[src/rtl/seq_alu_acc.sv]
// Accumulator ALU with start/busy/done handshake.
// Logic, shift and add ops finish in one cycle; MUL and DIV take one bit per clock.
module seq_alu_acc #(
    parameter int N  = 16,
    parameter int SW = 5
) (
    input  logic         clk,
    input  logic         rst_n,
    input  logic         start,
    input  logic [3:0]   op,
    input  logic [N-1:0] a_in,
    input  logic [N-1:0] b_in,
    input  logic [1:0]   b_src,
    output logic [N-1:0] acc,
    output logic         busy,
    output logic         done,
    output logic         zero,
    output logic         cout,
    output logic         div0
);

    localparam int CW = $clog2(N);
    localparam logic [CW-1:0] CNT_LAST = CW'(N - 1);

    localparam logic [3:0] OP_AND  = 4'd0;
    localparam logic [3:0] OP_NAND = 4'd1;
    localparam logic [3:0] OP_OR   = 4'd2;
    localparam logic [3:0] OP_NOR  = 4'd3;
    localparam logic [3:0] OP_XOR  = 4'd4;
    localparam logic [3:0] OP_XNOR = 4'd5;
    localparam logic [3:0] OP_SHL  = 4'd6;
    localparam logic [3:0] OP_SHR  = 4'd7;
    localparam logic [3:0] OP_ADD  = 4'd8;
    localparam logic [3:0] OP_SUB  = 4'd9;
    localparam logic [3:0] OP_MUL  = 4'd10;
    localparam logic [3:0] OP_DIV  = 4'd11;

    typedef enum logic {
        S_IDLE,
        S_RUN
    } state_e;

    state_e        state_q, state_d;
    logic [CW-1:0] cnt_q, cnt_d;
    logic [N-1:0]  x_q, x_d;
    logic [N-1:0]  y_q, y_d;
    logic [N-1:0]  w_q, w_d;
    logic          div_q, div_d;
    logic [N-1:0]  acc_q, acc_d;
    logic          done_q, done_d;
    logic          zero_q, zero_d;
    logic          cout_q, cout_d;
    logic          div0_q, div0_d;

    logic [N-1:0]  b_sel;
    logic [N-1:0]  alu_res;
    logic          alu_cy;
    logic [N:0]    sum_w;
    logic [N:0]    diff_w;
    logic [SW-1:0] shamt;
    logic          sh_ok;

    logic [N-1:0]  x_n, y_n, w_n, step_res;
    logic [N-1:0]  mul_w;
    logic [N:0]    rem_sh;
    logic [N:0]    rem_diff;
    logic          rem_ge;

    always_comb begin
        unique case (b_src)
            2'b01:   b_sel = acc_q;
            2'b10:   b_sel = '0;
            default: b_sel = b_in;
        endcase
    end

    always_comb begin
        alu_res = '0;
        alu_cy  = 1'b0;
        sum_w   = {1'b0, a_in} + {1'b0, b_sel};
        diff_w  = {1'b0, a_in} - {1'b0, b_sel};
        shamt   = b_sel[SW-1:0];
        sh_ok   = ({{(32-SW){1'b0}}, shamt} < 32'(N));
        unique case (op)
            OP_AND:  alu_res = a_in & b_sel;
            OP_NAND: alu_res = ~(a_in & b_sel);
            OP_OR:   alu_res = a_in | b_sel;
            OP_NOR:  alu_res = ~(a_in | b_sel);
            OP_XOR:  alu_res = a_in ^ b_sel;
            OP_XNOR: alu_res = ~(a_in ^ b_sel);
            OP_SHL:  alu_res = sh_ok ? (a_in << shamt) : '0;
            OP_SHR:  alu_res = sh_ok ? (a_in >> shamt) : '0;
            OP_ADD: begin
                alu_res = sum_w[N-1:0];
                alu_cy  = sum_w[N];
            end
            OP_SUB: begin
                alu_res = diff_w[N-1:0];
                alu_cy  = diff_w[N];
            end
            default: alu_res = '0;
        endcase
    end

    // x: multiplicand / dividend-becoming-quotient, y: multiplier / divisor,
    // w: partial product / partial remainder
    always_comb begin
        mul_w    = y_q[0] ? (w_q + x_q) : w_q;
        rem_sh   = {w_q, x_q[N-1]};
        rem_ge   = (rem_sh >= {1'b0, y_q});
        rem_diff = rem_sh - {1'b0, y_q};
        if (div_q) begin
            w_n      = rem_ge ? rem_diff[N-1:0] : rem_sh[N-1:0];
            x_n      = {x_q[N-2:0], rem_ge};
            y_n      = y_q;
            step_res = x_n;
        end else begin
            w_n      = mul_w;
            x_n      = x_q << 1;
            y_n      = y_q >> 1;
            step_res = mul_w;
        end
    end

    always_comb begin
        state_d = state_q;
        cnt_d   = cnt_q;
        x_d     = x_q;
        y_d     = y_q;
        w_d     = w_q;
        div_d   = div_q;
        acc_d   = acc_q;
        zero_d  = zero_q;
        cout_d  = cout_q;
        div0_d  = div0_q;
        done_d  = 1'b0;
        unique case (state_q)
            S_IDLE: begin
                if (start) begin
                    done_d = 1'b1;
                    if (op == OP_MUL || (op == OP_DIV && b_sel != '0)) begin
                        state_d = S_RUN;
                        done_d  = 1'b0;
                        cnt_d   = '0;
                        x_d     = a_in;
                        y_d     = b_sel;
                        w_d     = '0;
                        div_d   = (op == OP_DIV);
                    end else if (op == OP_DIV) begin
                        acc_d  = '1;
                        zero_d = 1'b0;
                        cout_d = 1'b0;
                        div0_d = 1'b1;
                    end else if (op <= OP_SUB) begin
                        acc_d  = alu_res;
                        zero_d = (alu_res == '0);
                        cout_d = alu_cy;
                    end
                end
            end
            S_RUN: begin
                x_d   = x_n;
                y_d   = y_n;
                w_d   = w_n;
                cnt_d = cnt_q + 1'b1;
                if (cnt_q == CNT_LAST) begin
                    state_d = S_IDLE;
                    cnt_d   = '0;
                    acc_d   = step_res;
                    zero_d  = (step_res == '0);
                    cout_d  = 1'b0;
                    done_d  = 1'b1;
                    if (div_q) begin
                        div0_d = 1'b0;
                    end
                end
            end
            default: state_d = S_IDLE;
        endcase
    end

    always_ff @(posedge clk) begin
        if (!rst_n) begin
            state_q <= S_IDLE;
            cnt_q   <= '0;
            x_q     <= '0;
            y_q     <= '0;
            w_q     <= '0;
            div_q   <= 1'b0;
            acc_q   <= '0;
            done_q  <= 1'b0;
            zero_q  <= 1'b1;
            cout_q  <= 1'b0;
            div0_q  <= 1'b0;
        end else begin
            state_q <= state_d;
            cnt_q   <= cnt_d;
            x_q     <= x_d;
            y_q     <= y_d;
            w_q     <= w_d;
            div_q   <= div_d;
            acc_q   <= acc_d;
            done_q  <= done_d;
            zero_q  <= zero_d;
            cout_q  <= cout_d;
            div0_q  <= div0_d;
        end
    end

    assign acc  = acc_q;
    assign busy = (state_q == S_RUN);
    assign done = done_q;
    assign zero = zero_q;
    assign cout = cout_q;
    assign div0 = div0_q;

endmodule

[config.mk]
export PLATFORM = sky130hd
export DESIGN_NAME = seq_alu_acc
export DESIGN_NICKNAME = d
export VERILOG_FILES = /design/src/rtl/seq_alu_acc.sv
export SDC_FILE = /design/constraint.sdc
export NUM_CORES = 1
export LEC_CHECK = 0
export ABC_AREA = 1
export CAP_MARGIN = 20
export CORE_MARGIN = 4
export CORE_UTILIZATION = 38
export DETAILED_ROUTE_END_ITERATION = 6
export GPL_TIMING_DRIVEN = 0
export PLACE_DENSITY = 0.57
export SLEW_MARGIN = 20
export SYNTH_ARGS = -nofsm -noshare
export SYNTH_HDL_FRONTEND = slang
export SYNTH_SLANG_ARGS = --single-unit
[constraint.sdc]
create_clock -name clk -period 2.9 [get_ports clk]
set_input_delay 0.29 -clock clk [delete_from_list [all_inputs] [get_ports clk]]
set_output_delay 0.29 -clock clk [all_outputs]
set_load 0.005 [all_outputs]
==> results.cfg, run 1 <==
[clocking]
cts_num_sinks = 74
worstSkewPairLatency_ns = 0.34
cts_root_buffer = clkbuf_16
cts_tree = yes
cts_max_level = 3
clkTransAtPathRegs_ns = 0.06
holdBufCountCts = 0
cts.path.max_buffers = 2
cts-buffers-inserted = 9

[sta]
fin_skew_ns = 0.00853
rsz0062_at_grt = yes
setup_viol = 1
fin_crit_sh = 1.00
fin_setup_tns_ns = -0.0140
layout_setup_ws_ns = -0.0140
max_slew_margin = 0.522
max_freq_mhz = 343
whs_ns = 0.381
finalHoldViolCount = 0
tightestPinTransition_ns = 0.717
final.min_clock_period_ns = 2.91
maxSlewViolCount = 0

[final_layout]
multi_input_area_um2 = 8000
final_cell_mix = nand2_1, nand3_1, inv_1, a21oi_1, o21ai_0
n_antenna_cell = 0
synthToLayoutAreaGrowth_pct = 26.1
drive_above_1_share = 0.142
final_cell_count_no_fill = 2204
nNetsFinal = 1989
mostFrequentLayoutCell = nand2_1
n_fill_cell = 2729
regArea_um2 = 1490

[detailed_routing]
wire_per_inst_um = 21.5
num_vias = 12827
via_per_inst = 5.82
first_pass_iters = 6
drc = 0
antenna_left = 0
drt_iter0_markers = 1396
drt_wl_total_um = 47300

[run_status]
status = complete, but fails checks
violations = negative setup slack

[worst_setup_path]
path_max_fanout = 7
path_class = in2reg
cp_data_required_time_ns = 3.18
arrival_ns = 3.20
critPathCaptureType = register
critical-path-max-stage-delay_ns = 0.38
slowest_stage = fa_2
worstSetupStartpointType = input pin
crit_chain = buf_6 -> inv_2 -> ha_4 -> inv_8 -> buf_12 -> nand3_2 -> nand2_2 -> buf_6 -> ha_4 -> fa_2 -> buf_6 -> nor2_2 -> nor3_1 -> nor3_1 -> o2111ai_1 -> nor2_1 -> nand2_2 -> nor2_1 -> nand3_1 -> nor2_1 -> nand2_1 -> nand2_1 -> nand2_1 -> nand2_1
cp_common_cell = nand2_1
crit_buf_inv = 6
crit_family = simple AND/OR/NAND/NOR gates

[logic_synthesis]
async_flop_share = 0
synth-edff-count = 0
netlist_area_um2 = 9900
synth_top_area_share = 0.186
yosysTopAreaCell = nand2_1
synth_area_per_cell_um2 = 5.66
ys_seq_area_frac = 0.150
synth_seq_cells = 74
yosys_warnings = 0
synth_cell_types = 48
syn_nets = 1869
synthCells = 1749
synth_area_leaders = nand2_1, dfxtp_1, nand3_1, ha_1, a21oi_1
ys.flop_type = dfxtp_1

[floorplan]
start_util = 0.390
rows = 58
dieArea_um2 = 28700
die_w_um = 169
core_um2 = 25400
die_y_um = 169
num_io_pins = 62

[pwr]
swShare = 0.443
comb_power_share = 0.522
total_power_mw = 4.83
power_switching_mw = 2.14
p_leak_nw = 5.52
vdd_drop_max_uv = 289
p_per_area_nw_per_um2 = 387
p_int_mw = 2.69
seqPwrFrac = 0.233
power_frac_clock = 0.245

[grt]
grt-ovfl-total = 0
grt_start_max_net_pins = 15
grt_pass1_vias = 11920
global_route.usage.total = 0.319
grt_pass1_wl_um = 70500
antenna_found_initial = 0

[placement]
dp_cells = 2139
place_ws_ns = -1.72
gp_congestion = 0.990
hpwl_um = 36900
portBuffers = 60

[min_path]
hold_class = in2reg

[job]
maxCapViolCount = 0
## final timing paths
path | startpoint | to | slack [ns] | cells after the start
worst min register to register | y_q[15] | y_q[15] | 0.48 | 2
worst max-delay path | b_src[1] | zero | -0.01 | 24
worst min-delay path | rst_n | y_q[14] | 0.38 | 3
worst max register to register | acc[3] | zero | 0 | 22
## power by group through the flow
stage          clock [mW]  combinational, mW  sequential [mW]
2_1_floorplan           0               1.38             1.12
3_3_place_gp            0               2.03             1.15
3_5_place_dp            0               2.04             1.15
4_1_cts              1.19               2.30             1.13
5_1_grt              1.23               2.73             1.13
6_report             1.18               2.52             1.13
## timing repair
action / in CTS / in global routing
endpoints found under the setup margin: 74 / 14
gates cloned: 1 / 3
pin swaps: 38 / 32
buffers inserted: 33 / 17
resized for setup: 141 / 78
## worst register-to-register path, delay by kind of cell, from the launching register on
family | cells | cell delay (ns)
AND/OR/NAND/NOR | 17 | 1.64
flip-flops | 1 | 0.52
buffers and inverters | 4 | 0.48
adder cells (fa/ha/maj) | 1 | 0.21
## cell type report
cell class,instances,share of cell area
buffer,71,0.0424
tap,330,0.0331
timing repair buffer,114,0.0857
clock inverter,6,0.00581
sequential,74,0.119
clock buffer,10,0.0191
multi-input combinational,1430,0.641
inverter,169,0.0535
## synthesized netlist by cell type (4+ instances only)
cell,instances
nand3_2,4
o21ai_0,153
a21boi_0,4
ha_1,76
nand2_1,490
inv_2,7
or2_2,6
dfxtp_1,74
buf_6,11
buf_2,19
o21ai_1,4
nand2_2,6
xnor2_1,10
o21a_1,6
o211ai_1,18
o21bai_1,8
buf_4,6
a31oi_1,14
nand3_1,242
a21oi_1,155
nor2_1,135
nor3_1,26
clkbuf_1,37
xor2_1,4
inv_1,160
nand4_1,29
nor4_1,6
## cells by family after synthesis
kind of cell               Yosys count  synth area share
buffers and inverters              245             0.106
xor gates and xnor gates            14            0.0124
adders and majority gates           79             0.102
DFF                                 74             0.150
AOI/OAI and AO/OA                  380             0.210
and+or+nand+nor                    957             0.420
## sequential cells by signal (all words and copies together) (netlist names)
signal  cells
done        1
x_q        16
w_q        16
cnt_q       4
cout        1
zero        1
y_q        16
busy        1
div_q       1
div0        1
acc        16
## stage by stage
stage | instance area (um^2) | util
2_1_floorplan | 9970 | -
3_3_place_gp | 11000 | 0.432
3_5_place_dp | 11000 | 0.432
4_1_cts | 12000 | 0.474
5_1_grt | 12500 | 0.491
6_report | 12500 | 0.491
## metal layers
layer	vias up	wire, um	GRT usage
li1	6136	-	-
met1	5882	18100	0.395
met2	662	21900	0.538
met3	147	3800	0.0317
met4	0	3450	0.186
met5	-	0	0
Power figures use the tool's default switching activity.
==> run 2, diff against run 1 <==
--- a/config.mk
+++ b/config.mk
@@ -7,11 +7,13 @@
 export LEC_CHECK = 0
 export ABC_AREA = 1
 export CAP_MARGIN = 20
+export CELL_PAD_IN_SITES_DETAIL_PLACEMENT = 1
+export CELL_PAD_IN_SITES_GLOBAL_PLACEMENT = 1
 export CORE_MARGIN = 4
 export CORE_UTILIZATION = 38
 export DETAILED_ROUTE_END_ITERATION = 6
 export GPL_TIMING_DRIVEN = 0
-export PLACE_DENSITY = 0.57
+export PLACE_DENSITY = 0.78
 export SLEW_MARGIN = 20
 export SYNTH_ARGS = -nofsm -noshare
 export SYNTH_HDL_FRONTEND = slang
==> results.cfg, run 2 (synthesis gave the netlist of run 1 again) <==
[pwr]
p_leak_nw = 5.56
swShare = 0.438
power_frac_clock = 0.256
vdd_drop_max_uv = 384
p_int_mw = 2.87
p_per_area_nw_per_um2 = 405
seqPwrFrac = 0.221
power_switching_mw = 2.24
comb_power_share = 0.523

[detailed_routing]
drt_iter0_markers = 1264
drc = 0
via_per_inst = 6.14
antenna_left = 0
num_vias = 13537
first_pass_iters = 5
wire_per_inst_um = 23.7
drt_wl_total_um = 52200

[sta]
whs_ns = 0.394
max_slew_margin = 0.447
setup_viol = 2
tightestPinTransition_ns = 0.829
finalHoldViolCount = 0
fin_crit_sh = 1.04
rsz0062_at_grt = yes
fin_skew_ns = 0.0127
maxSlewViolCount = 0
fin_setup_tns_ns = -0.130
final.min_clock_period_ns = 3.01
max_freq_mhz = 332
layout_setup_ws_ns = -0.110

[min_path]
hold_start = rst_n
hold_class = in2reg

[worst_setup_path]
cp_data_required_time_ns = 3.18
setup.worst_path.start = op[1]
critical-path-max-stage-delay_ns = 0.61
crit_chain = clkdlybuf4s50_1 -> nor2_1 -> nand2_1 -> clkbuf_1 -> nand2_1 -> o21ai_0 -> nand4_1 -> a21oi_1 -> nand3_1 -> nor2_1 -> nand3_1 -> nor2_2 -> nand2_1 -> nand2_1 -> nand2_1 -> nand2_1
crit_family = simple AND/OR/NAND/NOR gates
path_class = in2reg
slowest_stage = clkbuf_1
worstSetupStartpointType = input pin
path_max_fanout = 10
critPathCaptureType = register
crit_buf_inv = 2
timing.rr.start = acc[3]
cp_common_cell = nand2_1
arrival_ns = 3.29

[clocking]
cts_root_buffer = clkbuf_16
cts.path.max_buffers = 2
cts_tree = yes
cts_max_level = 3
worstSkewPairLatency_ns = 0.33
cts-buffers-inserted = 9
clkTransAtPathRegs_ns = 0.07
cts_num_sinks = 74

[final_layout]
mostFrequentLayoutCell = nand2_1
final_cell_mix = nand2_1, nand3_1, a21oi_1, inv_1, o21ai_0
fin_area_um2 = 12600
final_cell_count_no_fill = 2205
synthToLayoutAreaGrowth_pct = 27.8
nNetsFinal = 1988
regArea_um2 = 1490
multi_input_area_um2 = 8120
drive_above_1_share = 0.153
n_fill_cell = 3523

[placement]
gp_congestion = 0.985
hpwl_um = 39800
dp_cells = 2139
place_area_um2 = 11000
portBuffers = 60
place_ws_ns = -1.54

[floorplan]
core_um2 = 25400
start_util = 0.390
die_w_um = 169
die_y_um = 169
rows = 58
dieArea_um2 = 28700
num_io_pins = 62

[grt]
grt_pass1_wl_um = 77300
antenna_found_initial = 5
global_route.usage.total = 0.346
grt_start_max_net_pins = 14
grt-ovfl-total = 0
grt_pass1_vias = 13350

[job]
maxCapViolCount = 0

[run_status]
violations = negative setup slack
status = complete, but fails checks
run 2: cell types whose count changed in the layout (fill, tap and decap cells not counted), sizes merged:
cell,change
bufinv,+2
clkinvlp,-2
clkbuf,-1
diode,+2
run 2: layout make-up:
type	count	share of cell area
Inverter	169	0.0528
Buffer	72	0.0438
Multi-Input combinational cell	1430	0.642
Sequential cell	74	0.117
Clock inverter	6	0.00891
Tap cell	330	0.0327
Timing Repair Buffer	112	0.0834
Antenna cell	2	0.000396
Clock buffer	10	0.0181
run 2: routing by layer:
metal	GRT usage	vias to the layer above	wire length (um)
met5	0	-	34
met2	0.593	651	24600
met1	0.403	6508	19700
li1	-	6141	-
met4	0.220	6	4350
met3	0.0526	231	3610
run 2: final timing paths:
kind / end / slack [ns] / depth (start not counted)
worst max-delay path: zero / -0.11 / 16
worst max register to register: zero / -0.05 / 21
worst min register to register: y_q[15] / 0.48 / 2
worst min-delay path: x_q[12] / 0.39 / 3
run 2: metrics by stage:
stage / power [mW] / util
4_1_cts: 4.86 / 0.481
5_1_grt: 5.34 / 0.498
3_3_place_gp: 3.18 / 0.432
2_1_floorplan: 2.50 / -
6_report: 5.11 / 0.498
3_5_place_dp: 3.24 / 0.432
run 2: power by group through the flow:
stage | sequential, mW | clock [mW] | combinational (mW)
after floorplan | 1.12 | 0 | 1.38
after CTS | 1.12 | 1.31 | 2.43
after global routing | 1.13 | 1.36 | 2.86
after detailed placement | 1.15 | 0 | 2.09
final | 1.13 | 1.31 | 2.68
after global placement | 1.14 | 0 | 2.04
run 2: repair_timing:
action,CTS,global route
cloned,2,1
resized for setup,161,92
hold buffers,0,0
pin swaps,43,49
endpoints found under the setup margin,73,45
setup buffers,41,8
run 2: worst min-delay path, stage by stage:
cell      delay [ns]
clkbuf_1        0.21
o221ai_1        0.13
nor2_1          0.05
==> variant (settings of run 1) <==
Remove the register `done_q`: a continuous assignment takes its place, so the output `done` follows one clock earlier.
--- a/src/rtl/seq_alu_acc.sv
+++ b/src/rtl/seq_alu_acc.sv
@@ -188,7 +188,6 @@
             w_q     <= '0;
             div_q   <= 1'b0;
             acc_q   <= '0;
-            done_q  <= 1'b0;
             zero_q  <= 1'b1;
             cout_q  <= 1'b0;
             div0_q  <= 1'b0;
@@ -200,12 +199,13 @@
             w_q     <= w_d;
             div_q   <= div_d;
             acc_q   <= acc_d;
-            done_q  <= done_d;
             zero_q  <= zero_d;
             cout_q  <= cout_d;
             div0_q  <= div0_d;
         end
     end
+
+    assign done_q = done_d;
 
     assign acc  = acc_q;
     assign busy = (state_q == S_RUN);
Behaviour: not the same (Yosys sat finds a counterexample within 4 cycles, from zero or initial values and one cycle with rst_n low).
==> variant against run 1 <==
  * The run ends with DRC, setup timing left
  * Routed wire length up 1.3%
  * Critical endpoint unchanged
  * Worst setup slack lost 0.071 ns
  * Area after synthesis grew 2.7%
  * Die area up 2.6%
  * Power decreased by 5.4%
  * Sequential cell count fell by 1
  * Highest routed layer unchanged
  * Cell area grew 0.70%
  * Clock power down 8%
==> variant: results (changes against run 1) <==
{| class="wikitable"
! Metric !! Value
|-
| Result of the run || finished with violations (unchanged)
|-
| Failing checks || DRC, setup timing (was setup timing)
|-
| Number of remaining DRC errors || 1 (was 0)
|-
| First-pass iteration count of the detailed router || 7 (was 6)
|-
| Power attributed to the clock group || 0.00109 W (was 0.00118 W)
|-
| Global placer's final weighted congestion || 1.01 (was 0.990)
|-
| Antenna violations before repair || 1 (was 0)
|-
| Final setup violation count || 1 (unchanged)
|-
| Final wirelength || 47900 um (was 47300 um)
|-
| GR met2 Demand/Resource || 54.7% (was 53.8%)
|-
| Count of input and output buffers || 61 (was 60)
|-
| Worst R2R Setup Slack || -0.06 ns (was 0 ns)
|-
| Arrival time reported for the critical path endpoint || 3.27 ns (was 3.20 ns)
|-
| Average cell area after synthesis || 5.48 um^2 (was 5.66 um^2)
|-
| Gr usage total || 31.8% (was 31.9%)
|-
| Global routing usage on met3 || 2.85% (was 3.17%)
|-
| Switching Share || 45.1% (was 44.3%)
|-
| Combinational group power || 0.00238 W (was 0.00252 W)
|-
| Leading cell types by total area after synthesis || sky130_fd_sc_hd__nand2_1 21%, sky130_fd_sc_hd__dfxtp_1 14%, sky130_fd_sc_hd__nand3_1 14% (was sky130_fd_sc_hd__nand2_1 19%, sky130_fd_sc_hd__dfxtp_1 15%, sky130_fd_sc_hd__nand3_1 12%)
|-
| Worst-case hold slack || 0.462 ns (was 0.381 ns)
|-
| Wire length of the first global-routing pass || 72100 um (was 70500 um)
|-
| Final HPWL DP || 38400 um (was 36900 um)
|-
| Post-Route M1 WL || 18900 um (was 18100 um)
|-
| Logic depth of the worst register-to-register path || 18 (was 22)
|-
| Worst hold path depth || 2 (was 3)
|-
| Worst max-slew margin expressed relative to the limit || 45.7% (was 52.2%)
|-
| Met3 Wirelength || 3370 um (was 3800 um)
|-
| Syn nets || 1974 (was 1869)
|-
| Largest fanout of any net on the critical path || 5 (was 7)
|-
| Instance count after placement with tap cells included || 2250 (was 2139)
|-
| Top cell types by occurrence after synthesis || 562 x sky130_fd_sc_hd__nand2_1, 285 x sky130_fd_sc_hd__nand3_1, 211 x sky130_fd_sc_hd__inv_1, 155 x sky130_fd_sc_hd__a21oi_1, 127 x sky130_fd_sc_hd__nor2_1 (was 490 x sky130_fd_sc_hd__nand2_1, 242 x sky130_fd_sc_hd__nand3_1, 160 x sky130_fd_sc_hd__inv_1, 155 x sky130_fd_sc_hd__a21oi_1, 153 x sky130_fd_sc_hd__o21ai_0)
|-
| Worst vdd rail ir drop || 343 uV (was 289 uV)
|-
| Number of global-route vias before repair || 12412 (was 11920)
|-
| Critical register-to-register path startpoint || acc[2] (was acc[3])
|-
| Cell leakage power || 5.77 nW (was 5.52 nW)
|-
| Placed standard-cell area || 11200 um^2 (was 11000 um^2)
|-
| Setup ws final || -0.0854 ns (was -0.0140 ns)
|-
| Initial detailed-routing violation count || 1383 (was 1396)
|-
| Sum of negative setup slack || -0.0854 ns (was -0.0140 ns)
|-
| CP peak stage delay || 0.41 ns (was 0.38 ns)
|-
| Pin count of the biggest net entering global routing || 14 (was 15)
|}
variant: cell count changes in the layout (fill, tap and decap cells not counted), moves of 5 or more:
cell,delta
sky130_fd_sc_hd__buf_4,-20
sky130_fd_sc_hd__buf_6,-10
sky130_fd_sc_hd__inv_1,+55
sky130_fd_sc_hd__nand2_1,+78
sky130_fd_sc_hd__nand2_2,-8
sky130_fd_sc_hd__nand3_1,+35
sky130_fd_sc_hd__nand3_2,+6
sky130_fd_sc_hd__nand3b_1,+5
sky130_fd_sc_hd__nor2_1,-6
sky130_fd_sc_hd__nor4_1,-5
sky130_fd_sc_hd__o21ai_0,-29
sky130_fd_sc_hd__or2_2,-5
variant: kinds of logic after synthesis:
kind of cell             count (synthesis)  synth area share (%)
adder cells (fa/ha/maj)                 79                  9.95
XOR/XNOR                                15                  1.29
buffers and inverters                  293                  11.5
AND/OR/NAND/NOR                       1053                  44.6
flip-flops                              73                  14.4
AO/OA/AOI/OAI                          341                  18.3
variant: timing repair:
item,CTS,global route
cloned,2,0
setup endpoints to repair,74,24
buffers inserted,22,8
hold buffers,0,0
resized for setup,144,77
pin swaps,32,33
variant: cell type report:
| class | count | area (um^2) |
|---|---|---|
| Buffer | 69 | 459 |
| Clock buffer | 11 | 243 |
| Clock inverter | 5 | 38.8 |
| Fill cell | 2843 | 13600 |
| Inverter | 217 | 837 |
| Multi-Input combinational cell | 1488 | 8230 |
| Sequential cell | 73 | 1460 |
| Tap cell | 335 | 419 |
| Timing Repair Buffer | 93 | 881 |
variant: worst max path at each step:
stage	to	cells past startpoint
detailed placement	zero	22
global route	zero	24
CTS	zero	24
global placement	zero	23
floorplan	zero	23
finish	zero	26
